## src/rtl/mult_div_unit_if.sv

```systemverilog
// Handshake and data bundle between the control FSM and the multiply/divide engine.
interface mult_div_unit_if #(
    parameter int unsigned WIDTH = 32
);
    logic             start;
    logic [1:0]       op;
    logic [WIDTH-1:0] a_in;
    logic [WIDTH-1:0] b_in;
    logic             busy;
    logic             done;
    logic [WIDTH-1:0] hi_out;
    logic [WIDTH-1:0] lo_out;
    logic             div_zero_exc;

    modport master (
        output start, op, a_in, b_in,
        input  busy, done, hi_out, lo_out, div_zero_exc
    );

    modport slave (
        input  start, op, a_in, b_in,
        output busy, done, hi_out, lo_out, div_zero_exc
    );
endinterface

```

## src/rtl/mult_div_unit.sv

```systemverilog
// Multicycle Booth multiplier / restoring divider producing HI:LO.
// Define MULTDIV_UNSIGNED_EN to honour op[1] as the unsigned (multu/divu) select.
module mult_div_unit #(
    parameter int unsigned WIDTH = 32
) (
    input logic            clk,
    input logic            reset,
    mult_div_unit_if.slave bus
);
    localparam int unsigned CW = $clog2(WIDTH);

    typedef enum logic [2:0] {
        S_IDLE,
        S_MUL_RUN,
        S_DIV_RUN,
        S_FIN,
        S_ZERO
    } state_e;

    state_e             state_q, state_d;
    logic [CW-1:0]      cnt_q, cnt_d;
    logic [2*WIDTH:0]   acc_q, acc_d;
    logic [WIDTH-1:0]   m_q, m_d;
    logic               is_div_q, is_div_d;
    logic               uns_q, uns_d;
    logic               q_neg_q, q_neg_d;
    logic               r_neg_q, r_neg_d;
    logic [WIDTH-1:0]   hi_q, hi_d;
    logic [WIDTH-1:0]   lo_q, lo_d;
    logic               done_q, done_d;
    logic               dz_q, dz_d;

    logic               uns_sel;
    logic               a_neg, b_neg;
    logic [WIDTH-1:0]   a_mag, b_mag;
    logic [WIDTH:0]     ext_upper, ext_m, mul_sum;
    logic [WIDTH:0]     div_shift, div_diff;
    logic               div_ge;
    logic [2*WIDTH:0]   mul_next, div_next;
    logic [WIDTH-1:0]   quo, rem;

`ifdef MULTDIV_UNSIGNED_EN
    assign uns_sel = bus.op[1];
`else
    logic unused_op_hi;
    assign uns_sel      = 1'b0;
    assign unused_op_hi = bus.op[1];
`endif

    assign a_neg = ~uns_sel & bus.a_in[WIDTH-1];
    assign b_neg = ~uns_sel & bus.b_in[WIDTH-1];
    assign a_mag = a_neg ? -bus.a_in : bus.a_in;
    assign b_mag = b_neg ? -bus.b_in : bus.b_in;

    // Sum is one bit wider than the upper half so the most negative multiplicand
    // cannot overflow before the arithmetic shift folds it back to WIDTH bits.
    always_comb begin
        ext_upper = {~uns_q & acc_q[2*WIDTH], acc_q[2*WIDTH:WIDTH+1]};
        ext_m     = {~uns_q & m_q[WIDTH-1], m_q};
        mul_sum   = ext_upper;
        if (uns_q) begin
            if (acc_q[1]) mul_sum = ext_upper + ext_m;
        end else begin
            case (acc_q[1:0])
                2'b01:   mul_sum = ext_upper + ext_m;
                2'b10:   mul_sum = ext_upper - ext_m;
                default: mul_sum = ext_upper;
            endcase
        end
        mul_next = {mul_sum, acc_q[WIDTH:1]};

        div_shift = {acc_q[2*WIDTH-1:WIDTH], acc_q[WIDTH-1]};
        div_diff  = div_shift - {1'b0, m_q};
        div_ge    = ~div_diff[WIDTH];
        div_next  = {1'b0, div_ge ? div_diff[WIDTH-1:0] : div_shift[WIDTH-1:0],
                     acc_q[WIDTH-2:0], div_ge};

        quo = acc_q[WIDTH-1:0];
        rem = acc_q[2*WIDTH-1:WIDTH];
    end

    always_comb begin
        state_d  = state_q;
        cnt_d    = cnt_q;
        acc_d    = acc_q;
        m_d      = m_q;
        is_div_d = is_div_q;
        uns_d    = uns_q;
        q_neg_d  = q_neg_q;
        r_neg_d  = r_neg_q;
        hi_d     = hi_q;
        lo_d     = lo_q;
        done_d   = 1'b0;
        dz_d     = 1'b0;
        case (state_q)
            // ZERO behaves like IDLE so a start in its done cycle is accepted.
            S_IDLE, S_ZERO: begin
                state_d = S_IDLE;
                if (bus.start) begin
                    if (bus.op[0] && (bus.b_in == '0)) begin
                        state_d = S_ZERO;
                        done_d  = 1'b1;
                        dz_d    = 1'b1;
                    end else begin
                        cnt_d    = CW'(WIDTH - 1);
                        is_div_d = bus.op[0];
                        uns_d    = uns_sel;
                        if (bus.op[0]) begin
                            state_d = S_DIV_RUN;
                            acc_d   = {{(WIDTH+1){1'b0}}, a_mag};
                            m_d     = b_mag;
                            q_neg_d = a_neg ^ b_neg;
                            r_neg_d = a_neg;
                        end else begin
                            state_d = S_MUL_RUN;
                            acc_d   = {{WIDTH{1'b0}}, bus.b_in, 1'b0};
                            m_d     = bus.a_in;
                            q_neg_d = 1'b0;
                            r_neg_d = 1'b0;
                        end
                    end
                end
            end
            S_MUL_RUN: begin
                acc_d = mul_next;
                cnt_d = cnt_q - CW'(1);
                if (cnt_q == '0) state_d = S_FIN;
            end
            S_DIV_RUN: begin
                acc_d = div_next;
                cnt_d = cnt_q - CW'(1);
                if (cnt_q == '0) state_d = S_FIN;
            end
            S_FIN: begin
                if (is_div_q) begin
                    hi_d = r_neg_q ? -rem : rem;
                    lo_d = q_neg_q ? -quo : quo;
                end else begin
                    hi_d = acc_q[2*WIDTH:WIDTH+1];
                    lo_d = acc_q[WIDTH:1];
                end
                done_d  = 1'b1;
                state_d = S_IDLE;
            end
            default: state_d = S_IDLE;
        endcase
    end

    always_ff @(posedge clk) begin
        if (reset) begin
            state_q  <= S_IDLE;
            cnt_q    <= '0;
            acc_q    <= '0;
            m_q      <= '0;
            is_div_q <= 1'b0;
            uns_q    <= 1'b0;
            q_neg_q  <= 1'b0;
            r_neg_q  <= 1'b0;
            hi_q     <= '0;
            lo_q     <= '0;
            done_q   <= 1'b0;
            dz_q     <= 1'b0;
        end else begin
            state_q  <= state_d;
            cnt_q    <= cnt_d;
            acc_q    <= acc_d;
            m_q      <= m_d;
            is_div_q <= is_div_d;
            uns_q    <= uns_d;
            q_neg_q  <= q_neg_d;
            r_neg_q  <= r_neg_d;
            hi_q     <= hi_d;
            lo_q     <= lo_d;
            done_q   <= done_d;
            dz_q     <= dz_d;
        end
    end

    assign bus.busy         = (state_q == S_MUL_RUN) || (state_q == S_DIV_RUN);
    assign bus.done         = done_q;
    assign bus.div_zero_exc = dz_q;
    assign bus.hi_out       = hi_q;
    assign bus.lo_out       = lo_q;
endmodule

```

## src/flat_wrapper.sv

```systemverilog
// flat-port wrapper written by rule: the top's interface ports become plain ports
module mult_div_unit_flat 
#(
    parameter int unsigned WIDTH = 32
)
  (clk, reset, bus_start, bus_op, bus_a_in, bus_b_in, bus_busy, bus_done, bus_hi_out, bus_lo_out, bus_div_zero_exc);
  mult_div_unit_if #(.WIDTH(WIDTH)) bus_i ();
  input logic clk;
  input logic reset;
  input wire logic [$bits(bus_i.start)-1:0] bus_start;
  input wire logic [$bits(bus_i.op)-1:0] bus_op;
  input wire logic [$bits(bus_i.a_in)-1:0] bus_a_in;
  input wire logic [$bits(bus_i.b_in)-1:0] bus_b_in;
  output wire logic [$bits(bus_i.busy)-1:0] bus_busy;
  output wire logic [$bits(bus_i.done)-1:0] bus_done;
  output wire logic [$bits(bus_i.hi_out)-1:0] bus_hi_out;
  output wire logic [$bits(bus_i.lo_out)-1:0] bus_lo_out;
  output wire logic [$bits(bus_i.div_zero_exc)-1:0] bus_div_zero_exc;
  assign bus_i.start = bus_start;
  assign bus_i.op = bus_op;
  assign bus_i.a_in = bus_a_in;
  assign bus_i.b_in = bus_b_in;
  assign bus_busy = bus_i.busy;
  assign bus_done = bus_i.done;
  assign bus_hi_out = bus_i.hi_out;
  assign bus_lo_out = bus_i.lo_out;
  assign bus_div_zero_exc = bus_i.div_zero_exc;
  mult_div_unit #(.WIDTH(WIDTH)) u_core (.clk(clk), .reset(reset), .bus(bus_i));
endmodule
```

## config.mk

```make
export PLATFORM = sky130hd
export DESIGN_NAME = mult_div_unit_flat
export DESIGN_NICKNAME = d
export VERILOG_FILES = /design/src/rtl/mult_div_unit_if.sv /design/src/rtl/mult_div_unit.sv /design/src/flat_wrapper.sv
export SDC_FILE = /design/constraint.sdc
export NUM_CORES = 1
export LEC_CHECK = 0
export CAP_MARGIN = 20
export CORE_MARGIN = 2
export CORE_UTILIZATION = 30
export DETAILED_ROUTE_END_ITERATION = 7
export GPL_ROUTABILITY_DRIVEN = 0
export MAX_ROUTING_LAYER = met4
export PLACE_DENSITY = 0.55
export SYNTH_ARGS = -nofsm -noshare
export SYNTH_HDL_FRONTEND = slang
export SYNTH_SLANG_ARGS = --single-unit
```

## constraint.sdc

```tcl
create_clock -name clk -period 3.9 [get_ports clk]
set_input_delay 0.78 -clock clk [delete_from_list [all_inputs] [get_ports clk]]
set_output_delay 0.78 -clock clk [all_outputs]
set_load 0.03 [all_outputs]
```

After elaboration in Yosys (flattened, before gate mapping)
Index checks and enable logic that the tools add are counted.
{"block": "op_classes", "n_addsub": 8, "n_mul": 0, "div_mod_pow": 0, "n_lt_le_gt_ge": 0, "n_eq_ne": 10, "shifts": 0, "n_mux": 26, "bitwise_logic": 4, "reduce_logical": 14}
{"op": "2-to-1 mux 32 bit", "n": 8}
{"op": "one-hot mux 65 bit (3 select lines)", "n": 1}
{"op": "2-to-1 mux 65 bit", "n": 2}
{"op": "negation 32 bit", "n": 4}
{"op": "one-hot mux 33 bit (2 select lines)", "n": 1}
{"op": "adder 32 x 32 -> 33 bit", "n": 1}
{"op": "2-to-1 mux 33 bit", "n": 1}
{"op": "subtractor 32 x 32 -> 33 bit", "n": 1}
{"op": "subtractor 33 x 32 -> 33 bit", "n": 1}
{"op": "zero test 32 bit", "n": 1}
{"op": "2-to-1 mux 5 bit", "n": 2}
{"op": "one-hot mux 5 bit (2 select lines)", "n": 1}
{"op": "2-to-1 mux 3 bit", "n": 3}
{"op": "AND reduction 3 bit", "n": 3}
{"op": "== test 3 x 2 -> 1 bit, second input constant", "n": 2}
{"op": "one-hot mux 3 bit (2 select lines)", "n": 1}
{"op": "OR reduction 2 bit", "n": 3}
{"op": "zero test 5 bit", "n": 1}
{"op": "subtractor 5 x 1 -> 5 bit, second input constant", "n": 1}
{"op": "2-to-1 mux 1 bit", "n": 4}
{"op": "inequality test 2 bit, second input constant", "n": 2}
{"op": "AND reduction 4 bit", "n": 1}
{"op": "== test 3 x 1 -> 1 bit, second input constant", "n": 1}
{"op": "== test 3 bit, second input constant", "n": 1}
{"op": "13 further kinds", "n": 15}
{"block": "word_totals", "reg_bits": 174, "latch_bits": 0, "ramBits": 0, "romBits": 0, "input_bits": 69, "out_inout_bits": 67, "wordCells": 74, "n_memories": 0}

Longest topological paths before layout
Gate-level depths: netlist of run 1.
{"block": "logic_depth", "ltp_word": 6, "depth_mapped": 20}

Worst setup path before layout of run 1
OpenSTA, ideal clock, no wires.
{"block": "synth_timing", "path_kind": "register -> register", "startpoint": "reg u_core.m_q[1]", "endpoint": "reg u_core.acc_q[56]", "arrival_ns": 4.011, "required_ns": 3.767, "slack_ns": -0.243, "path_stages_with_launch": 19, "path_cell_list": "dfxtp_1 inv_1 ha_1 nor4b_1 and4_1 clkbuf_1 a41oi_1 xnor2_1 ha_1 o21a_1 a2111oi_0 nor2_1 a31o_2 a31oi_1 o21ai_0 xor2_1 mux2_2 a22oi_1 a31oi_1"}
{"block": "synth_via", "elab_chain_len": 3, "word_cells_on_any_way": 6, "classes_between": "3 x add/sub; 3 x mux"}
{"element": "start: declaration", "line": "mult_div_unit.sv:23", "text": "logic [WIDTH-1:0] m_q, m_d;"}
{"element": "start signal: assignment", "line": "mult_div_unit.sv:167", "text": "m_q <= m_d;"}
{"element": "subtractor 32 x 32 -> 33 bit, or another cell as far along", "line": "mult_div_unit.sv:66", "text": "2'b10: mul_sum = ext_upper - ext_m;"}
{"element": "one-hot mux 33 bit (2 select lines) or 2-to-1 mux 32 bit (tied branches)", "line": "mult_div_unit.sv:64, mult_div_unit.sv:75"}
{"element": "one-hot mux 65 bit (3 select lines) *", "line": "mult_div_unit.sv:95", "text": "case (state_q)"}
{"element": "end signal: assignment", "line": "mult_div_unit.sv:153", "text": "acc_q <= '0;"}
{"element": "end signal: assignment", "line": "mult_div_unit.sv:166", "text": "acc_q <= acc_d;"}
{"element": "end: declaration", "line": "mult_div_unit.sv:22", "text": "logic [2*WIDTH:0] acc_q, acc_d;"}
Mark *: on every way between the ends. The rest lies on a longest branch, timed or not.
A chain may end at the register's enable or synchronous reset.

Final worst setup path of run 1
{"block": "layout_timing", "startpoint": "reg u_core.m_q[6]", "endpoint": "reg u_core.acc_q[62]"}
The elaborated chain is that of the path after synthesis.

==> results of run 1 <==
==> metrics by stage <==
stage | total power (W) | worst slack [ps] | TNS (ps) | std cells | utilization (%)
after floorplan | 0.00721 | 6.47 | 0 | 2063 | -
after global placement | 0.00962 | -525 | -28990 | 2934 | 37.1
after detailed placement | 0.00973 | -512 | -35200 | 2934 | 37.1
after CTS | 0.0117 | -141 | -429 | 2979 | 38.9
after global routing | 0.0129 | -203 | -1590 | 2993 | 39.7
final | 0.0121 | -37.4 | -96.0 | 2993 | 39.7
==> final timing paths <==
| path | from | to | depth (start not counted) |
|---|---|---|---|
| worst min register to register | u_core.bus.hi_out[11] | u_core.bus.hi_out[11] | 2 |
| worst max-delay path | u_core.m_q[6] | u_core.acc_q[62] | 18 |
| worst max register to register | u_core.m_q[6] | u_core.acc_q[62] | 18 |
| worst min-delay path | u_core.bus.hi_out[11] | u_core.bus.hi_out[11] | 2 |
==> logic make-up (layout without fill, tap and decap cells) <==
family / Yosys count / in the layout / synth area share, %
compound gates: 679 / 679 / 29.5
flops: 174 / 174 / 22.7
buf+inv: 233 / 491 / 6.32
mux: 67 / 67 / 4.45
xor+xnor: 197 / 197 / 11.2
simple gates: 638 / 638 / 19.6
fa+ha+maj: 75 / 75 / 6.21
==> Yosys cell counts, types with 5 or more instances <==
master and count:
buf_1 18, and3_1 10, and4_1 6, o22ai_1 19, nand3_1 22, a21oi_1 180
or4_4 5, a211o_1 5, nor4_1 16, nand2b_1 17, o21ai_0 101, o21a_1 15
o21bai_1 8, dfxtp_1 174, a31oi_1 28, a22oi_1 16, ha_1 73, a222oi_1 8
inv_1 56, a211oi_1 123, nor2b_1 18, mux2_2 10, o41ai_1 16, buf_4 5
or4_1 18, xor2_1 106, o211ai_1 34, a41oi_1 6, xnor2_1 91, or2_2 6
a21boi_0 6, nand4_1 6, nand2_1 150, mux2i_1 57, nor2_1 265, a221oi_1 34
o31ai_1 28, clkbuf_1 135, nor3_1 42, buf_2 9, a21o_1 21, or3_1 20
and2_1 10
==> area by class of cell <==
cell class / count / area, µm²
Fill cell: 5045 / 30400
Tap cell: 672 / 841
Inverter: 57 / 214
Multi-Input combinational cell: 1656 / 11400
Clock buffer: 19 / 443
Timing Repair Buffer: 402 / 3490
Clock inverter: 13 / 175
Sequential cell: 174 / 3490
==> power groups by stage <==
stage	sequential (W)	clock [W]	combinational, W
5_1_grt	0.00248	0.00194	0.00846
4_1_cts	0.00242	0.00188	0.00742
3_3_place_gp	0.00245	0	0.00717
3_5_place_dp	0.00246	0	0.00727
2_1_floorplan	0.00231	0	0.00490
6_report	0.00244	0.00184	0.00779
==> state kept, by name (all words and copies together) (netlist names) <==
name and flops:
u_core.acc_q 65, u_core.bus.hi_out 32, u_core.bus.lo_out 32, u_core.m_q 32
u_core.cnt_q 5, u_core.state_q 3, u_core.bus.div_zero_exc 1, u_core.bus.done 1
u_core.is_div_q 1, u_core.q_neg_q 1, u_core.r_neg_q 1
==> routing by layer <==
metal | wire length [µm] | track usage, % | vias up
met4 | 1500 | 7.10 | 0
met2 | 26000 | 33.0 | 561
li1 | - | - | 8033
met1 | 26800 | 29.3 | 7807
met5 | 0 | - | -
met3 | 3880 | 3.67 | 88
==> tightest hold or removal path, cell delays in order (launching register included) <==
cell and delay (ps):
dfxtp_1 330, a21oi_1 60, nor2_1 70
==> what timing repair did <==
| item | CTS | global route |
|---|---|---|
| cloned | 0 | 2 |
| setup endpoints to repair | 17 | 87 |
| pin swaps | 33 | 59 |
| setup buffers | 14 | 13 |
| gates resized for setup | 42 | 67 |
==> run metrics, run 1 <==
switching share of power=46.4%; Remaining Overflow, GRT=0; internal cell power=0.00647 W; Sink Count=approximately 170; Rows=82; CP max FO=3; r2r setup slk=-40 ps; crit path DAT=4270 ps; Boundary Pins=136; Synth Register Bits=between 150 and 200; CP delay by family, top=compound AO/OA/AOI/OAI gates; synth top area cells=dfxtp_1 23%, nor2_1 6.5%, xor2_1 6.0%, a211oi_1 6.0%, ha_1 5.9%; final hold violations=0; post-synthesis sequential area ratio=22.7%; DP HPWL=44600 µm; max incr delay on CP=approximately 380 ps; area delta synth->final=30.3%; Critical Setup Path Class=reg2reg; Routed Antenna Nets=0; Setup crit start kind=flip-flop; Netlist Area Pre-Place=15400 µm²; PnR worst setup slack=-37.4 ps; DR pass1 iterations=6; Max-Cap Viols=0; final slew viol count=0; dominant synthesized flop cell=dfxtp_1; Layout Skew=13.9 ps; ratio of cells with drive above 1 in the final layout=between 10% and 20%; core area=50400 µm²; Worst Path Required=approximately 4200 ps; worst hold path class=reg2reg; number of cells produced by synthesis=2063; Clock Latency Late Sink=480 ps; Residual DRC=0; TritonCTS clock tree=yes; crit end category=flip-flop; final net count=between 2000 and 2500; Buffers on Ports=134; GR Util All Layers=21.8%; vias in the first global route=15082; most frequent CP cell=buf_4; initial DRC count=around 1200; Sw Pwr=0.00561 W; Initial Utilization=30.5%; failing checks=negative setup slack; total CTS buffers=17; VDD IR-drop max=0.387 mV; CTS Root Cell=clkbuf_16; Via density=5.51; top-area cell type share of the netlist area=between 20 and 25%; Clock Power Share=15.3%; cell with the largest stage delay on the worst path=a2111oi_4; Post-Layout Inst Area=20000 µm²; Sequential Power Share=20.2%; final hold slack=487 ps; number of synthesized flops with an enable pin=0; largest net degree at the start of global routing=118; Syn Nets=between 2000 and 2500; clock slew at reported path FFs=70 ps; power per cell area=slightly above 600 nW/µm²; CTS H-tree depth=4; die area=53000 µm²; initial antenna violation count=0; Synth Area per Inst=~7.4 µm²; count of hold-fix buffers inserted at cts=0; worst slew pin tran=1010 ps; Pleak=7.83 nW; Netlist cell types=82; Clock Path Buffers=2; Bufs and invs on worst path=3; Diodes inserted=0; Cell Chain, Critical Path=nor4_4 -> buf_4 -> buf_4 -> and4_4 -> a41oi_2 -> xnor2_2 -> ha_1 -> o21a_1 -> a2111oi_4 -> nor2_2 -> buf_4 -> a221oi_4 -> nand2b_4 -> a21oi_4 -> o21bai_1 -> mux2i_1 -> a211oi_1 -> a211oi_1; Setup Viol. Count Final=4; biggest area consumer among synthesized cells=dfxtp_1; Combinational Power Share=64.5%; total number of vias=16489; first-pass GRT wire length=87400 µm; leading cell type in the layout, fill and taps excluded=nor2_1; Syn. warnings=0; Tmin final=~3900 ps; DIE HEIGHT=230 µm; fmax=254 MHz; ys async rst share=0%; commonest cells after routing, fill and taps aside=261 x nor2_1, 252 x buf_4, 175 x a21oi_1, 169 x dfxtp_1, 148 x nand2_1; RSZ-0062 raised after global routing=true; Die Wd=230 µm; final WL=58200 µm; Placed Area=18700 µm²; Avg WL per Cell=between 15 and 20 µm; fin crit share=101%; status=finished with violations; Slew headroom=32.5%
(Power assumes the default switching activity.)
==> inputs of run 2 (changes only) <==
--- a/config.mk
+++ b/config.mk
@@ -6,12 +6,14 @@
 export NUM_CORES = 1
 export LEC_CHECK = 0
 export CAP_MARGIN = 20
+export CELL_PAD_IN_SITES_DETAIL_PLACEMENT = 0
+export CELL_PAD_IN_SITES_GLOBAL_PLACEMENT = 1
 export CORE_MARGIN = 2
-export CORE_UTILIZATION = 30
+export CORE_UTILIZATION = 40
 export DETAILED_ROUTE_END_ITERATION = 7
 export GPL_ROUTABILITY_DRIVEN = 0
 export MAX_ROUTING_LAYER = met4
-export PLACE_DENSITY = 0.55
+export PLACE_DENSITY = 0.85
 export SYNTH_ARGS = -nofsm -noshare
 export SYNTH_HDL_FRONTEND = slang
 export SYNTH_SLANG_ARGS = --single-unit
==> run 2 against run 1 <==
  * The flow still finishes with violations (negative setup slack)
  * Critical path depth rose by 1
  * First-iteration DRC count grew 66%
  * Hold slack better by 8.5 ps
  * Setup slack worse by 7.5 ps
  * Sequential share of layout area rose by 0.38 points
  * Combinational power down 1%
  * Via count rose by 0.40%
  * Clock power fell by 8%
  * Die area down 25%
  * Clock skew shrank 2.0 ps
  * Count of clock-buffer cells in the layout down 1
  * Largest cell class unchanged
==> run metrics, run 2 (same netlist as run 1, synthesis figures left out) <==
status=finished with violations; failing checks=negative setup slack; DP HPWL=41800 µm; Place WS=-459 ps; vias in the first global route=roughly 15000; largest net degree at the start of global routing=95; met3 WL=5020 µm; fin crit share=101%; Avg WL per Cell=~19 µm; max incr delay on CP=380 ps; total number of vias=16555; CTS Root Cell=clkbuf_16; Setup crit start kind=flip-flop; Pleak=7.69 nW; register bank with the most flops=u_core.acc_q; commonest cells after routing, fill and taps aside=262 x nor2_1, 242 x buf_4, 173 x a21oi_1, 169 x dfxtp_1, 149 x nand2_1; Bufs and invs on worst path=3; Slew headroom=33.0%; CTS H-tree depth=4; clock slew at reported path FFs=80 ps; uppermost routed layer=met4; Detail Route met2 WL=23400 µm; RSZ-0062 raised after global routing=true; Boundary Pins=136; ratio of cells with drive above 1 in the final layout=around 17%; PnR worst setup slack=-44.9 ps; core area=about 38000 µm²; Via density=5.88; DIE HEIGHT=200 µm; Sink Count=174; CP delay by family, top=compound AO/OA/AOI/OAI gates; Buffers on Ports=134; crit end category=flip-flop; crit path DAT=4240 ps; final hold violations=0; fmax=around 250 MHz; Placed Area=18400 µm²; final slew viol count=0; CP max FO=3; Rows=71; Setup Viol. Count Final=4; Post-Layout Inst Area=between 15000 and 20000 µm²; Routed Antenna Nets=0; initial DRC count=1987; Worst Path Required=4200 ps; Layout Skew=roughly 12 ps; Cell Chain, Critical Path=inv_4 -> buf_4 -> and4_4 -> nand2_4 -> nor3_4 -> a31oi_2 -> xnor2_2 -> ha_1 -> a211o_1 -> a2111oi_4 -> nor2_2 -> a31o_2 -> a31oi_1 -> buf_4 -> o21ai_1 -> xor2_1 -> mux2_2 -> a22oi_2 -> a31oi_1; power per cell area=between 600 and 700 nW/µm²; Critical Setup Path Class=reg2reg; VDD IR-drop max=0.352 mV; Max-Cap Viols=0; TritonCTS clock tree=yes; Setup TNS=-114 ps; initial antenna violation count=0; die area=40000 µm²; worst hold path class=reg2reg; cell with the largest stage delay on the worst path=a2111oi_4; worst slew pin tran=1000 ps; Clock Latency Late Sink=between 400 and 500 ps; path length in cells of the critical path=19; Diodes inserted=0; final hold slack=495 ps; final WL=53900 µm; r2r worst-path depth=19; GR Util All Layers=27.4%; Tmin final=just under 4000 ps; Hold Crit Depth=2; Initial Utilization=a little over 40%; final net count=2434; Clock Path Buffers=2; Remaining Overflow, GRT=0; WL met1=approximately 24000 µm; DR pass1 iterations=6; total CTS buffers=17; first-pass GRT wire length=82900 µm; leading cell type in the layout, fill and taps excluded=nor2_1; Die Wd=roughly 200 µm; Residual DRC=0; max reg flops=between 60 and 70; area delta synth->final=27.6%
[run 2: cell count changes in the layout (fill, tap and decap cells not counted), sizes merged]
cell          delta
buf             -16
dlymetal6s2s     -3
bufinv           -2
clkinv           +1
inv              +2
[run 2: final timing paths]
kind	from	end	slack [ps]
hold reg to reg	u_core.bus.lo_out[5]	u_core.bus.lo_out[5]	500
hold / removal	u_core.bus.lo_out[5]	u_core.bus.lo_out[5]	500
setup reg to reg	u_core.m_q[0]	u_core.acc_q[56]	-40
setup / recovery	u_core.m_q[0]	u_core.acc_q[56]	-40
[run 2: power breakdown]
group | switching [W] | internal, W
clock network | 0.000851 | 0.000851
registers | 0.000468 | 0.00203
logic | 0.00423 | 0.00344
total | 0.00555 | 0.00632
[run 2: what timing repair did]
action | in CTS | in global routing
resized for setup | 14 | 91
pin swaps | 9 | 54
setup endpoints to repair | 12 | 97
setup buffers | 11 | 7
hold buffers | 0 | 0
endpoints found under the hold margin | 0 | 0
[run 2: metal layers]
metal | global-route usage (%) | vias up
li1 | - | 8000
met1 | 38.9 | 7762
met2 | 40.0 | 723
met3 | 3.83 | 70
met4 | 8.20 | 0
met5 | - | -
[run 2: final cells by class]
type                            instances  area, µm²
Tap cell                              511        639
Fill cell                            3542      18200
Clock buffer                           18        429
Inverter                               57        216
Clock inverter                         14        144
Timing Repair Buffer                  384       3310
Multi-Input combinational cell       1656      11400
Sequential cell                       174       3490
[run 2: through the flow]
stage	total power [W]	instances	utilization (%)
finish	0.0119	2814	51.9
global route	0.0127	2814	51.9
floorplan	0.00721	2063	-
global placement	0.00957	2766	48.8
CTS	0.0115	2809	50.7
detailed placement	0.00970	2766	48.8
[run 2: worst register-to-register path, delay by kind of cell, from the launching register on]
family,cells,cell delay [ps]
DFF,1,370
buffers and inverters,3,340
and+or+nand+nor,4,600
xor gates and xnor gates,2,400
adders and majority gates,1,280
AOI/OAI and AO/OA,8,1520
muxes,1,270
